<file path="src/rtl/pci_pkg.sv">
// Shared arbiter definitions: FSM state encoding and default sizing.
package pci_pkg;

    typedef enum logic [1:0] {
        ST_IDLE  = 2'd0,
        ST_GRANT = 2'd1,
        ST_BUSY  = 2'd2,
        ST_TURN  = 2'd3
    } arb_state_e;

    localparam int N_MASTERS_DEF   = 4;
    localparam int GNT_TIMEOUT_DEF = 16;

endpackage

</file>
<file path="src/rtl/pci_arbiter_if.sv">
// Arbiter bus bundle: requests and bus phase signals in, grants and status out.
interface pci_arbiter_if #(
    parameter int N_MASTERS = pci_pkg::N_MASTERS_DEF
);
    localparam int OW = $clog2(N_MASTERS);

    logic [N_MASTERS-1:0] req_n;
    logic                 frame_n;
    logic                 irdy_n;
    logic [N_MASTERS-1:0] gnt_n;
    logic [OW-1:0]        owner;
    logic                 bus_busy;
    logic                 timeout_pulse;

    // Requester / bus-monitor side
    modport master (
        output req_n, frame_n, irdy_n,
        input  gnt_n, owner, bus_busy, timeout_pulse
    );

    // Arbiter side
    modport slave (
        input  req_n, frame_n, irdy_n,
        output gnt_n, owner, bus_busy, timeout_pulse
    );
endinterface

</file>
<file path="src/rtl/pci_rr_sel.sv">
// Round-robin winner select: scans upward from the slot after last_i, wrapping.
module pci_rr_sel #(
    parameter int N = 4,
    parameter int W = $clog2(N)
) (
    input  logic [N-1:0] req_i,
    input  logic [W-1:0] last_i,
    output logic [W-1:0] win_o,
    output logic         vld_o
);
    int          idx;
    logic [W-1:0] idx_w;

    always_comb begin
        win_o = '0;
        vld_o = 1'b0;
        idx   = 0;
        idx_w = '0;
        // last_i itself is checked last so the master just served has lowest priority
        for (int i = 1; i <= N; i++) begin
            idx = int'(last_i) + i;
            if (idx >= N) idx = idx - N;
            idx_w = W'(idx);
            if (!vld_o && req_i[idx_w]) begin
                vld_o = 1'b1;
                win_o = idx_w;
            end
        end
    end
endmodule

</file>
<file path="src/rtl/pci_arbiter.sv">
// PCI bus arbiter: round-robin grant, FRAME timeout, mandatory turnaround cycle.
// Optional macro PCI_ARB_PARK_EN parks the bus on master 0 when nobody requests.
module pci_arbiter
    import pci_pkg::*;
#(
    parameter int N_MASTERS   = N_MASTERS_DEF,
    parameter int GNT_TIMEOUT = GNT_TIMEOUT_DEF
) (
    input  logic          clk,
    input  logic          rst_n,
    pci_arbiter_if.slave  bus
);
    localparam int OW = $clog2(N_MASTERS);
    localparam int CW = $clog2(GNT_TIMEOUT + 1);

    arb_state_e           state_q, state_d;
    logic [N_MASTERS-1:0] gnt_n_q, gnt_n_d;
    logic [OW-1:0]        owner_q, owner_d;
    logic [OW-1:0]        last_q, last_d;
    logic                 busy_q, busy_d;
    logic                 tmo_q, tmo_d;
    logic [CW-1:0]        cnt_q, cnt_d;

    logic                 bus_idle;
    logic [OW-1:0]        win;
    logic                 win_vld;

    assign bus_idle = bus.frame_n & bus.irdy_n;

    pci_rr_sel #(.N(N_MASTERS), .W(OW)) u_rr_sel (
        .req_i  (~bus.req_n),
        .last_i (last_q),
        .win_o  (win),
        .vld_o  (win_vld)
    );

    always_ff @(posedge clk or negedge rst_n) begin
        if (!rst_n) begin
            state_q <= ST_IDLE;
            gnt_n_q <= '1;
            owner_q <= '0;
            last_q  <= OW'(N_MASTERS - 1);
            busy_q  <= 1'b0;
            tmo_q   <= 1'b0;
            cnt_q   <= '0;
        end else begin
            state_q <= state_d;
            gnt_n_q <= gnt_n_d;
            owner_q <= owner_d;
            last_q  <= last_d;
            busy_q  <= busy_d;
            tmo_q   <= tmo_d;
            cnt_q   <= cnt_d;
        end
    end

`ifdef PCI_ARB_PARK_EN
    logic parked;
    assign parked = ~gnt_n_q[0];
`endif

    always_comb begin
        state_d = state_q;
        gnt_n_d = gnt_n_q;
        owner_d = owner_q;
        last_d  = last_q;
        busy_d  = busy_q;
        tmo_d   = 1'b0;
        cnt_d   = cnt_q;
        case (state_q)
            ST_IDLE: begin
`ifdef PCI_ARB_PARK_EN
                if (parked && !bus.frame_n) begin
                    // Parked master 0 started a cycle without arbitrating
                    state_d = ST_BUSY;
                    busy_d  = 1'b1;
                    gnt_n_d = '1;
                    last_d  = '0;
                    owner_d = '0;
                end else if (win_vld && bus_idle) begin
                    if (parked && win != '0) begin
                        state_d = ST_TURN;
                        gnt_n_d = '1;
                    end else begin
                        state_d = ST_GRANT;
                        gnt_n_d = ~(N_MASTERS'(1) << win);
                        owner_d = win;
                        last_d  = win;
                        cnt_d   = '0;
                    end
                end else if (!win_vld) begin
                    gnt_n_d = ~N_MASTERS'(1);
                    owner_d = '0;
                end
`else
                if (win_vld && bus_idle) begin
                    state_d = ST_GRANT;
                    gnt_n_d = ~(N_MASTERS'(1) << win);
                    owner_d = win;
                    last_d  = win;
                    cnt_d   = '0;
                end
`endif
            end
            ST_GRANT: begin
                cnt_d = cnt_q + CW'(1);
                if (!bus.frame_n) begin
                    state_d = ST_BUSY;
                    busy_d  = 1'b1;
                    gnt_n_d = '1;
                end else if (bus.req_n[owner_q]) begin
                    state_d = ST_TURN;
                    gnt_n_d = '1;
                end else if (cnt_q == CW'(GNT_TIMEOUT - 1)) begin
                    // last_q already holds the owner, so rotation skips it next time
                    state_d = ST_TURN;
                    gnt_n_d = '1;
                    tmo_d   = 1'b1;
                end
            end
            ST_BUSY: begin
                gnt_n_d = '1;
                if (bus_idle) begin
                    state_d = ST_TURN;
                    busy_d  = 1'b0;
                end
            end
            ST_TURN: begin
                state_d = ST_IDLE;
                gnt_n_d = '1;
                busy_d  = 1'b0;
                cnt_d   = '0;
            end
            default: state_d = ST_IDLE;
        endcase
    end

    assign bus.gnt_n         = gnt_n_q;
    assign bus.owner         = owner_q;
    assign bus.bus_busy      = busy_q;
    assign bus.timeout_pulse = tmo_q;

endmodule
</file>
<file path="src/flat_wrapper.sv">
// flat-port wrapper written by rule: the top's interface ports become plain ports
module pci_arbiter_flat import pci_pkg::*;
#(
    parameter int N_MASTERS   = N_MASTERS_DEF,
    parameter int GNT_TIMEOUT = GNT_TIMEOUT_DEF
)
  (clk, rst_n, bus_req_n, bus_frame_n, bus_irdy_n, bus_gnt_n, bus_owner, bus_bus_busy, bus_timeout_pulse);
  pci_arbiter_if #(.N_MASTERS(N_MASTERS)) bus_i ();
  input  logic clk;
  input  logic rst_n;
  input wire logic [$bits(bus_i.req_n)-1:0] bus_req_n;
  input wire logic [$bits(bus_i.frame_n)-1:0] bus_frame_n;
  input wire logic [$bits(bus_i.irdy_n)-1:0] bus_irdy_n;
  output wire logic [$bits(bus_i.gnt_n)-1:0] bus_gnt_n;
  output wire logic [$bits(bus_i.owner)-1:0] bus_owner;
  output wire logic [$bits(bus_i.bus_busy)-1:0] bus_bus_busy;
  output wire logic [$bits(bus_i.timeout_pulse)-1:0] bus_timeout_pulse;
  assign bus_i.req_n = bus_req_n;
  assign bus_i.frame_n = bus_frame_n;
  assign bus_i.irdy_n = bus_irdy_n;
  assign bus_gnt_n = bus_i.gnt_n;
  assign bus_owner = bus_i.owner;
  assign bus_bus_busy = bus_i.bus_busy;
  assign bus_timeout_pulse = bus_i.timeout_pulse;
  pci_arbiter #(.N_MASTERS(N_MASTERS), .GNT_TIMEOUT(GNT_TIMEOUT)) u_core (.clk(clk), .rst_n(rst_n), .bus(bus_i));
endmodule
</file>
<file path="config.mk">
export PLATFORM = sky130hd
export DESIGN_NAME = pci_arbiter_flat
export DESIGN_NICKNAME = d
export VERILOG_FILES = /design/src/rtl/pci_pkg.sv /design/src/rtl/pci_arbiter_if.sv /design/src/rtl/pci_rr_sel.sv /design/src/rtl/pci_arbiter.sv /design/src/flat_wrapper.sv
export SDC_FILE = /design/constraint.sdc
export NUM_CORES = 1
export LEC_CHECK = 0
export ABC_CLOCK_PERIOD_IN_PS = 2100
export BUFFER_PORTS_ARGS = -buffer_cell sky130_fd_sc_hd__buf_2
export CAP_MARGIN = 20
export CORE_MARGIN = 2
export CORE_UTILIZATION = 45
export CTS_CLUSTER_SIZE = 40
export DETAILED_ROUTE_END_ITERATION = 16
export PLACE_DENSITY = 0.62
export SLEW_MARGIN = 5
export SYNTH_ARGS = -nofsm -noshare
export SYNTH_HDL_FRONTEND = slang
export SYNTH_SLANG_ARGS = --single-unit
</file>
<file path="constraint.sdc">
create_clock -name clk -period 2.1 [get_ports clk]
set_clock_uncertainty 0.15 [all_clocks]
set_input_delay 0.42 -clock clk [delete_from_list [all_inputs] [get_ports clk]]
set_output_delay 0.42 -clock clk [all_outputs]
set_load 0.005 [all_outputs]
</file>
==> results by group, run 1 <==
CTS
  – CTS tree: yes
  – Clk Latency, worst-skew pair: 0.28 ns
  – Root Driver: clkbuf_4
  – Reg clk slew, reported paths: 0.10 ns
  – CTS Buf Count: 3
  – Clock sink total: 17
  – H-tree depth: 1
  – Hold-fix buffer count after cts: 1
  – Post-cts resize count: 0
  – Post CTS Setup Buffer Count: 0
  – Clock Path Buffers: 2

Power
  – Peak supply drop: 780 uV
  – Cell-internal power: 0.875 mW
  – Sw Pwr: 0.566 mW
  – Switching Share: 0.393
  – Power density cells: 1230 mW/mm2
  – Share of power burned in registers: 0.389
  – Clock power share: 0.123
  – Logic gate share of total power: 0.488
  – Leak Pwr: 0.519 nW

Timing
  – Final setup viols: 0
  – Fin. Hold Viols: 0
  – Slew HR: 0.674
  – Worst hold margin: 0.332 ns
  – Slew Viols, Final: 0
  – Period utilization: 0.923
  – Fin crit period: 1.94 ns
  – Worst slew pin tran: 0.486 ns
  – Setup_tns: 0 ns
  – FMAX: 516 MHz
  – Unrepaired setup endpoints after global routing: false

Placed design
  – Placed Instance Area: 0.00114 mm2
  – DP Wirelength: 1550 um
  – Gpl congestion: 0.854
  – IO Port Bufs: 15

Drt
  – DRC viols: 0
  – DRT Wirelength: 2030 um
  – DR WL/cell: 13.6 um
  – DRT antenna net count: 0
  – Via count: 827
  – 1st-pass router iterations: 4
  – Vias per inst: 5.55
  – Initial drt markers: 22

Global route
  – Vias in the first global route: 851
  – Grt total ovfl: 0
  – First-pass GRT wire length: 3590 um
  – Largest net degree at the start of global routing: 18
  – Tot GR Track Use: 0.180
  – Number of antenna violations at the first check in global routing: 0

Die
  – Total core area: 0.00217 mm2
  – Die area: 0.00264 mm2
  – # rows: 17
  – Die width: 51.4 um
  – Initial Util: 0.467
  – Top Ports: 16
  – Die Span Y: 51.4 um

Cells and area
  – Number of diodes: 0
  – Layout Cell Area excl Fill: 0.00117 mm2
  – Layout cells sized above 1: 0.298
  – Area growth syn-to-layout: 15.9%
  – # nets final: 137

Logic synthesis
  – #FFs+latches synth: 17
  – Synth warnings: 0
  – Syn_area_per_cell: 10.1 um2
  – Register area share after synthesis: 0.428
  – Mapped cell area: 0.00101 mm2
  – Syn_nets: 115
  – Yosys cell types: 34
  – Synth Instances: 100

Worst setup path
  – Max incr delay on CP: 0.42 ns
  – Critical path class: flip-flop to flip-flop
  – Critical path cell sequence: ha_1 > and3_1 > ha_1 > nor3_2 > nor3_2 > mux2_4
  – Startpoint types: flip-flop
  – CP Capture Type: flip-flop
  – CP Max Fanout: 4
  – Critical path's slowest cell: dfrtp_1
  – CP arrival: 1.97 ns
  – Worst path required time: 2.13 ns
  – Worst R2R Path Depth: 6

Min path
  – Hold WC Path Type: primary input to flip-flop
  – Hold depth: 3

Flow run
  – Maxcap violations: 0

Outcome
  – Status: completed
==> critical path, delay by kind of cell, from the launching register on <==
| kind | cells | cell delay (ns) |
|---|---|---|
| adders and majority gates | 2 | 0.46 |
| DFF | 1 | 0.42 |
| and+or+nand+nor | 3 | 0.50 |
| muxes | 1 | 0.30 |
==> state kept, by name, summed over array words and instances (netlist names) <==
name                      flops
u_core.bus.owner              2
u_core.bus.bus_busy           1
u_core.bus.gnt_n              4
u_core.state_q                2
u_core.last_q                 2
u_core.bus.timeout_pulse      1
u_core.cnt_q                  5
==> power by group through the flow <==
stage	registers (mW)	clock network (mW)	logic (mW)
floorplan	0.556	0	0.480
global placement	0.564	0	0.682
detailed placement	0.564	0	0.699
CTS	0.559	0.183	0.706
global route	0.579	0.194	0.794
finish	0.561	0.177	0.704
==> per-stage QoR <==
stage          power, mW  instances  setup slack, ns  utilization
2_1_floorplan       1.04        100            0.215            -
3_3_place_gp        1.25        144            0.179        0.524
3_5_place_dp        1.26        144            0.162        0.524
4_1_cts             1.45        149            0.158        0.541
5_1_grt             1.57        149           0.0639        0.541
6_report            1.44        149            0.161        0.541
==> cells in the final DEF, fill, tap and decap left out, types with 2 or more instances in the layout <==
| master | count |
|---|---|
| a21boi_0 | 3 |
| clkbuf_4 | 3 |
| o21ai_0 | 10 |
| dfrtp_1 | 11 |
| a21oi_1 | 5 |
| buf_2 | 15 |
| nand3_1 | 6 |
| nand2b_1 | 2 |
| o31ai_1 | 3 |
| nor2_1 | 3 |
| buf_4 | 3 |
| nor2b_1 | 2 |
| dfstp_2 | 6 |
| nand2_1 | 7 |
| nor3b_1 | 2 |
| inv_1 | 5 |
| ha_1 | 7 |
| and3_1 | 2 |
| nor3_2 | 2 |
| mux2_2 | 3 |
| a41oi_1 | 4 |
==> per-layer routing <==
metal	vias up	GRT usage	share of wire
met2	9	0.278	0.47
met3	4	0.0380	0.023
met4	0	0.0702	0.015
met1	396	0.247	0.49
met5	-	0	0
li1	418	-	-
==> Yosys cell counts (all sizes together) <==
cell	number	share of area
o21ai	11	0.054
nor2	3	0.011
o22ai	1	0.0062
o21a	1	0.0074
o41ai	1	0.0087
and3	2	0.012
nand2b	2	0.012
nor3b	2	0.015
or2	1	0.0062
o22a	1	0.0087
dfrtp	11	0.27
o21bai	1	0.0074
clkbuf	2	0.0074
a41oi	4	0.035
nor2b	2	0.012
inv	5	0.019
mux2	4	0.048
nand4b	1	0.0087
and2	1	0.0062
ha	7	0.087
or3b	1	0.0087
a21oi	5	0.025
or3	1	0.011
mux4	1	0.022
nand2	7	0.026
o31ai	3	0.022
nor3	3	0.025
nand3	6	0.030
a21boi	3	0.022
and4	1	0.0087
dfstp	6	0.16
==> logic make-up after synthesis <==
family,count (synthesis),share of synthesized area
muxes,5,0.0704
AOI/OAI and AO/OA,31,0.197
DFF,17,0.428
buffers and inverters,7,0.0260
and+or+nand+nor,33,0.193
adders and majority gates,7,0.0865
==> layout make-up <==
cell class	count	area (um2)
clock buffer	4	26.3
timing repair buffer	19	108
tap	28	35.0
inverter	5	18.8
sequential	17	433
multi-input combinational	76	553
fill	219	996
==> worst paths after layout <==
path	to	from	slack [ns]
setup / recovery	u_core.state_q[1]	u_core.cnt_q[0]	0.16
hold reg to reg	u_core.bus.bus_busy	u_core.bus.bus_busy	0.37
max in group asynchronous	u_core.last_q[1]	rst_n	1.06
setup reg to reg	u_core.state_q[1]	u_core.cnt_q[0]	0.16
min in group asynchronous	u_core.cnt_q[4]	rst_n	0.42
hold / removal	u_core.bus.timeout_pulse	bus_frame_n	0.33
No activity file was read; power rests on OpenSTA's default activity.
==> run 2: changes to the inputs <==
--- a/config.mk
+++ b/config.mk
@@ -5,6 +5,7 @@
 export SDC_FILE = /design/constraint.sdc
 export NUM_CORES = 1
 export LEC_CHECK = 0
+export ABC_AREA = 1
 export ABC_CLOCK_PERIOD_IN_PS = 2100
 export BUFFER_PORTS_ARGS = -buffer_cell sky130_fd_sc_hd__buf_2
 export CAP_MARGIN = 20
@@ -12,7 +13,6 @@
 export CORE_UTILIZATION = 45
 export CTS_CLUSTER_SIZE = 40
 export DETAILED_ROUTE_END_ITERATION = 16
-export PLACE_DENSITY = 0.62
 export SLEW_MARGIN = 5
 export SYNTH_ARGS = -nofsm -noshare
 export SYNTH_HDL_FRONTEND = slang
==> run 2 against run 1 <==
Against the previous run: hold slack lost 0.012 ns; highest routed layer unchanged; area after synthesis increased by 17%; combinational power grew 62%; utilization decreased by 0.41 points; non-clock buffer count fell by 3; final cell count is 44% higher; sequential cell count is the same; global-route usage fell by 0.74 points; total power grew 33%; cell area up 13%.
==> results by group, run 2 <==
Die
  – # rows: 18
  – Initial Util: 0.477
  – Top Ports: 16
  – Die width: 55.2 um
  – Total core area: 0.00248 mm2
  – Die Span Y: 55.2 um
  – Die area: 0.00305 mm2

Timing
  – Slew HR: 0.737
  – FMAX: 519 MHz
  – Fin. Hold Viols: 0
  – Setup_tns: 0 ns
  – Final setup viols: 0
  – Period utilization: 0.918
  – Slew Viols, Final: 0
  – Fin crit period: 1.93 ns
  – Worst slew pin tran: 0.394 ns

Global route
  – Largest net degree at the start of global routing: 18
  – First-pass GRT wire length: 4240 um
  – Grt total ovfl: 0
  – Number of antenna violations at the first check in global routing: 0
  – Tot GR Track Use: 0.173
  – Vias in the first global route: 995

Cells and area
  – Layout cells sized above 1: 0.212
  – Number of flip-flops under the largest register name: 5
  – Number of diodes: 0
  – Commonest non-fill, non-tap cell in the layout: nand2_1
  – Biggest register: u_core.cnt_q
  – # nets final: 200
  – Most frequent cells in the layout: nand2_1, inv_1, buf_2, nand3_1, dfrtp_1
  – Post-layout util: 0.537
  – Area growth syn-to-layout: 12.6%
  – Final cell count without fillers: 214

CTS
  – CTS Buf Count: 3
  – Clock Path Buffers: 2
  – Clock sink total: 17
  – Root Driver: clkbuf_4
  – Reg clk slew, reported paths: 0.10 ns
  – CTS tree: yes
  – H-tree depth: 1
  – Clk Latency, worst-skew pair: 0.29 ns

Min path
  – Hold WC Path Type: flip-flop to flip-flop

Logic synthesis
  – Syn_nets: 180
  – Count leader, synth: nand2_1
  – Post-synth top area share: 0.233
  – Main flop type after synthesis: dfrtp_1
  – #FFs+latches synth: 17
  – Cell taking the most area after synthesis: dfrtp_1
  – Yosys cell types: 22
  – Synth warnings: 0
  – Mapped cell area: 0.00118 mm2
  – Top cells by area, synth: dfrtp_1, nand2_1, dfstp_2, ha_1, nand3_1
  – Commonest cells in the netlist: nand2_1, inv_1, nand3_1
  – Post-synth EDFFs: 0
  – Synth Instances: 165
  – Async set-reset flop share out of synthesis: 1.00
  – Register area share after synthesis: 0.367
  – Syn_area_per_cell: 7.16 um2

Power
  – Power density cells: 1440 mW/mm2
  – Leak Pwr: 0.697 nW
  – Final Power: 1.91 mW
  – Peak supply drop: 737 uV

Placed design
  – IO Port Bufs: 15
  – Gpl congestion: 0.862
  – DP Wirelength: 1900 um
  – Post-Place Cells: 209

Drt
  – DRC viols: 0
  – Vias per inst: 5.13
  – DR WL/cell: 11.3 um
  – DRT Wirelength: 2410 um
  – DRT antenna net count: 0
  – Initial drt markers: 31
  – 1st-pass router iterations: 4
  – Via count: 1098

Worst setup path
  – Worst path required time: 2.19 ns
  – Startpoint types: flip-flop
  – CP Capture Type: flip-flop
  – CP Max Fanout: 8
  – CP arrival: 2.01 ns
  – Critical path class: flip-flop to flip-flop

Flow run
  – Maxcap violations: 0

Outcome
  – Status: completed
-- run 2: critical path: stages, from the launching register on --
cell and delay, ns:
dfstp_2 0.64, nand2_1 0.08, nand2_1 0.13, nand2_1 0.08, nand2_2 0.12, nand3_2 0.11
o21bai_4 0.18, nand2_4 0.11, nand2_4 0.10, inv_2 0.06, nand2_1 0.06, nand2_1 0.05
-- run 2: kinds of logic after synthesis --
logic type | count (synthesis) | share of synthesized area
compound gates | 20 | 0.101
flops | 17 | 0.367
fa+ha+maj | 7 | 0.0741
buf+inv | 21 | 0.0773
simple gates | 100 | 0.381
-- run 2: final timing paths --
kind,from,endpoint,slack (ns),cells after the start
max in group asynchronous,rst_n,u_core.bus.gnt_n[3],1.06,2
max reg2reg,u_core.last_q[0],u_core.bus.gnt_n[3],0.17,11
min in group asynchronous,rst_n,u_core.bus.owner[0],0.42,2
min reg2reg,u_core.bus.gnt_n[1],u_core.bus.gnt_n[1],0.32,2
max,u_core.last_q[0],u_core.bus.gnt_n[3],0.17,11
min,u_core.bus.gnt_n[1],u_core.bus.gnt_n[1],0.32,2
-- run 2: through the flow --
stage / setup slack [ns] / instance area [um2] / hold WS [ns]
5_1_grt: -0.000575 / 1330 / 0.331
3_3_place_gp: 0.188 / 1280 / 0.221
4_1_cts: 0.145 / 1320 / 0.325
6_report: 0.173 / 1330 / 0.321
3_5_place_dp: 0.160 / 1280 / 0.221
2_1_floorplan: 0.369 / 1180 / -0.0256
-- run 2: power by group --
part	switching, mW	leakage, nW	internal [mW]
logic	0.749	0.472	0.389
clock network	0.107	0.0177	0.0709
registers	0.112	0.207	0.487
total	0.968	0.697	0.946
-- run 2: cell type report --
class	instances	area (um2)
clock buffer	3	22.5
timing repair buffer	16	85.1
sequential	17	433
fill	265	1150
clock inverter	1	5.00
multi-input combinational	127	667
inverter	20	80.1
tap	30	37.5
-- run 2: timing repair --
action	4_1_cts	5_1_grt
endpoints found under the setup margin	0	5
buffers inserted	0	0
gates resized for setup	0	3
endpoints found under the hold margin	11	0
hold buffers	1	0
-- run 2: layer usage --
layer / track usage / routed length, um / vias to the layer above
li1: - / - / 573
met1: 0.223 / 1100 / 495
met2: 0.276 / 1170 / 26
met3: 0.0445 / 104 / 4
met4: 0.0697 / 37 / 0
met5: 0 / 0 / -
==> run 3: changes to the inputs <==
--- a/config.mk
+++ b/config.mk
@@ -13,6 +13,7 @@
 export CORE_UTILIZATION = 45
 export CTS_CLUSTER_SIZE = 40
 export DETAILED_ROUTE_END_ITERATION = 16
+export PLACE_DENSITY = 0.62
 export SLEW_MARGIN = 5
 export SYNTH_ARGS = -nofsm -noshare
 export SYNTH_HDL_FRONTEND = slang
==> run 3 against run 2 <==
Against the previous run: global-route usage shrank 1.1 points; worst setup slack lost 0.0056 ns; sequential share of layout area grew 0.18 points; largest cell class unchanged; critical path type unchanged; wire length grew 0.37%; sequential power is essentially flat; clock power is essentially flat; count of clock-buffer cells in the layout is the same.
==> results by group, run 3 (synthesis results as in run 2) <==
Power
  – Switching Share: 0.508
  – Final Power: 1.91 mW
  – Leak Pwr: 0.696 nW
  – Power density cells: 1440 mW/mm2
  – Logic gate share of total power: 0.593
  – Peak supply drop: 738 uV
  – Share of power burned in registers: 0.314
  – Sw Pwr: 0.970 mW
  – Clock power share: 0.093
  – Cell-internal power: 0.938 mW

Worst setup path
  – WP buf/inv: 2
  – Critical path cell sequence: clkinv_4 > nand2_1 > nand2_1 > nand2_1 > nand2_2 > nand3_2 > o21bai_4 > nor2_2 > inv_1 > o21ai_0
  – Max incr delay on CP: 0.64 ns
  – CP Max Fanout: 8
  – Crit-path most repeated cell: nand2_1
  – CP arrival: 2.00 ns
  – Worst path required time: 2.17 ns
  – R2r startpoint: u_core.last_q[0]
  – Critical path class: flip-flop to flip-flop
  – Startpoint types: flip-flop
  – CP Capture Type: flip-flop
  – FF-to-FF End: u_core.last_q[0]
  – Top Family by Delay on Critical Path: flip-flops
  – Worst reg-to-reg setup slack: 0.17 ns
  – Worst R2R Path Depth: 10
  – Critical path's slowest cell: dfstp_2

Cells and area
  – Most frequent cells in the layout: nand2_1, inv_1, buf_2, nand3_1, dfrtp_1
  – Biggest register: u_core.cnt_q
  – Layout cells sized above 1: 0.207
  – Number of diodes: 0
  – Area growth syn-to-layout: 12.0%
  – Number of flip-flops under the largest register name: 5
  – Commonest non-fill, non-tap cell in the layout: nand2_1
  – # nets final: 200

Global route
  – Met2 Usage GRT: 0.262
  – Global routing's busiest layer: met2
  – Tot GR Track Use: 0.162
  – First-pass GRT wire length: 4130 um
  – Number of antenna violations at the first check in global routing: 0
  – Met3 GRT Util: 0.0468
  – Grt total ovfl: 0
  – Vias in the first global route: 982
  – Largest net degree at the start of global routing: 18
  – GR Util met1: 0.217

Die
  – Total core area: 0.00248 mm2
  – Top Ports: 16
  – Die Span Y: 55.2 um
  – Initial Util: 0.477
  – Die area: 0.00305 mm2
  – # rows: 18
  – Die width: 55.2 um

Drt
  – Initial drt markers: 35
  – DRC viols: 0
  – Vias per inst: 5.15
  – DRT Wirelength: 2420 um
  – Via count: 1103
  – 1st-pass router iterations: 4
  – DR WL/cell: 11.3 um
  – DRT antenna net count: 0

Placed design
  – DP Wirelength: 1910 um
  – IO Port Bufs: 15
  – Gpl congestion: 0.927

Timing
  – Worst slew pin tran: 0.384 ns
  – Slew Viols, Final: 0
  – Fin crit period: 1.93 ns
  – Unrepaired setup endpoints after global routing: false
  – FMAX: 517 MHz
  – Setup_tns: 0 ns
  – Slew HR: 0.744
  – Final setup viols: 0
  – Period utilization: 0.920
  – Fin. Hold Viols: 0

CTS
  – CTS tree: yes
  – Reg clk slew, reported paths: 0.11 ns
  – Clock Path Buffers: 2
  – CTS Buf Count: 3
  – Root Driver: clkbuf_4
  – Clk Latency, worst-skew pair: 0.29 ns
  – H-tree depth: 1
  – Post CTS Setup Buffer Count: 0
  – Clock sink total: 17

Outcome
  – Status: completed

Min path
  – Hold WC Path Type: flip-flop to flip-flop
  – Hold depth: 2
  – Worst hold start: u_core.bus.gnt_n[0]
  – Hold Crit Endpoint: u_core.bus.gnt_n[0]

Flow run
  – Maxcap violations: 0
[run 3: metrics by stage]
stage	hold WS, ns	setup WS, ns	cells	area [um2]	util
floorplan	-0.0256	0.369	165	1180	-
global placement	0.214	0.196	209	1280	0.518
finish	0.327	0.167	214	1320	0.534
CTS	0.327	0.132	214	1320	0.533
detailed placement	0.215	0.154	209	1280	0.518
global route	0.338	0.00486	214	1320	0.534
[run 3: cell type report]
cell class              instances  area [um2]
fillers                       249        1150
multi-input cells             127         659
flip-flops and latches         17         433
repair buffers                 16        85.1
inverters                      20        80.1
well taps                      30        37.5
clock buffers                   3        22.5
clock inverters                 1        5.00
[run 3: worst max path at each step]
stage,end,depth (start not counted),slack [ns],start
2_1_floorplan,u_core.bus.owner[0],12,0.37,u_core.last_q[0]
3_3_place_gp,u_core.last_q[0],10,0.20,u_core.last_q[0]
3_5_place_dp,u_core.last_q[0],10,0.15,u_core.last_q[0]
4_1_cts,u_core.last_q[0],10,0.13,u_core.last_q[0]
5_1_grt,u_core.last_q[0],10,0.005,u_core.last_q[0]
6_report,u_core.last_q[0],10,0.17,u_core.last_q[0]
[run 3: worst min-delay path: stages (launching register included)]
cell,delay [ns]
dfstp_2,0.38
nand2_1,0.06
nand2_1,0.05
[run 3: routing by layer]
metal | vias to the layer above | wire (um)
li1 | 574 | -
met1 | 499 | 1120
met2 | 26 | 1170
met3 | 4 | 110
met4 | 0 | 24
met5 | - | 0
[run 3: power groups by stage]
| stage | Sequential [mW] | Clock (mW) | Combinational [mW] |
|---|---|---|---|
| after CTS | 0.598 | 0.183 | 1.13 |
| final | 0.600 | 0.177 | 1.13 |
| after detailed placement | 0.605 | 0 | 1.13 |
| after floorplan | 0.579 | 0 | 0.880 |
| after global routing | 0.621 | 0.195 | 1.28 |
| after global placement | 0.602 | 0 | 1.10 |
[run 3: timing repair]
action | 4_1_cts | 5_1_grt
hold buffers | 1 | 0
resized for setup | 0 | 1
endpoints found under the hold margin | 11 | 0
setup endpoints to repair | 0 | 3
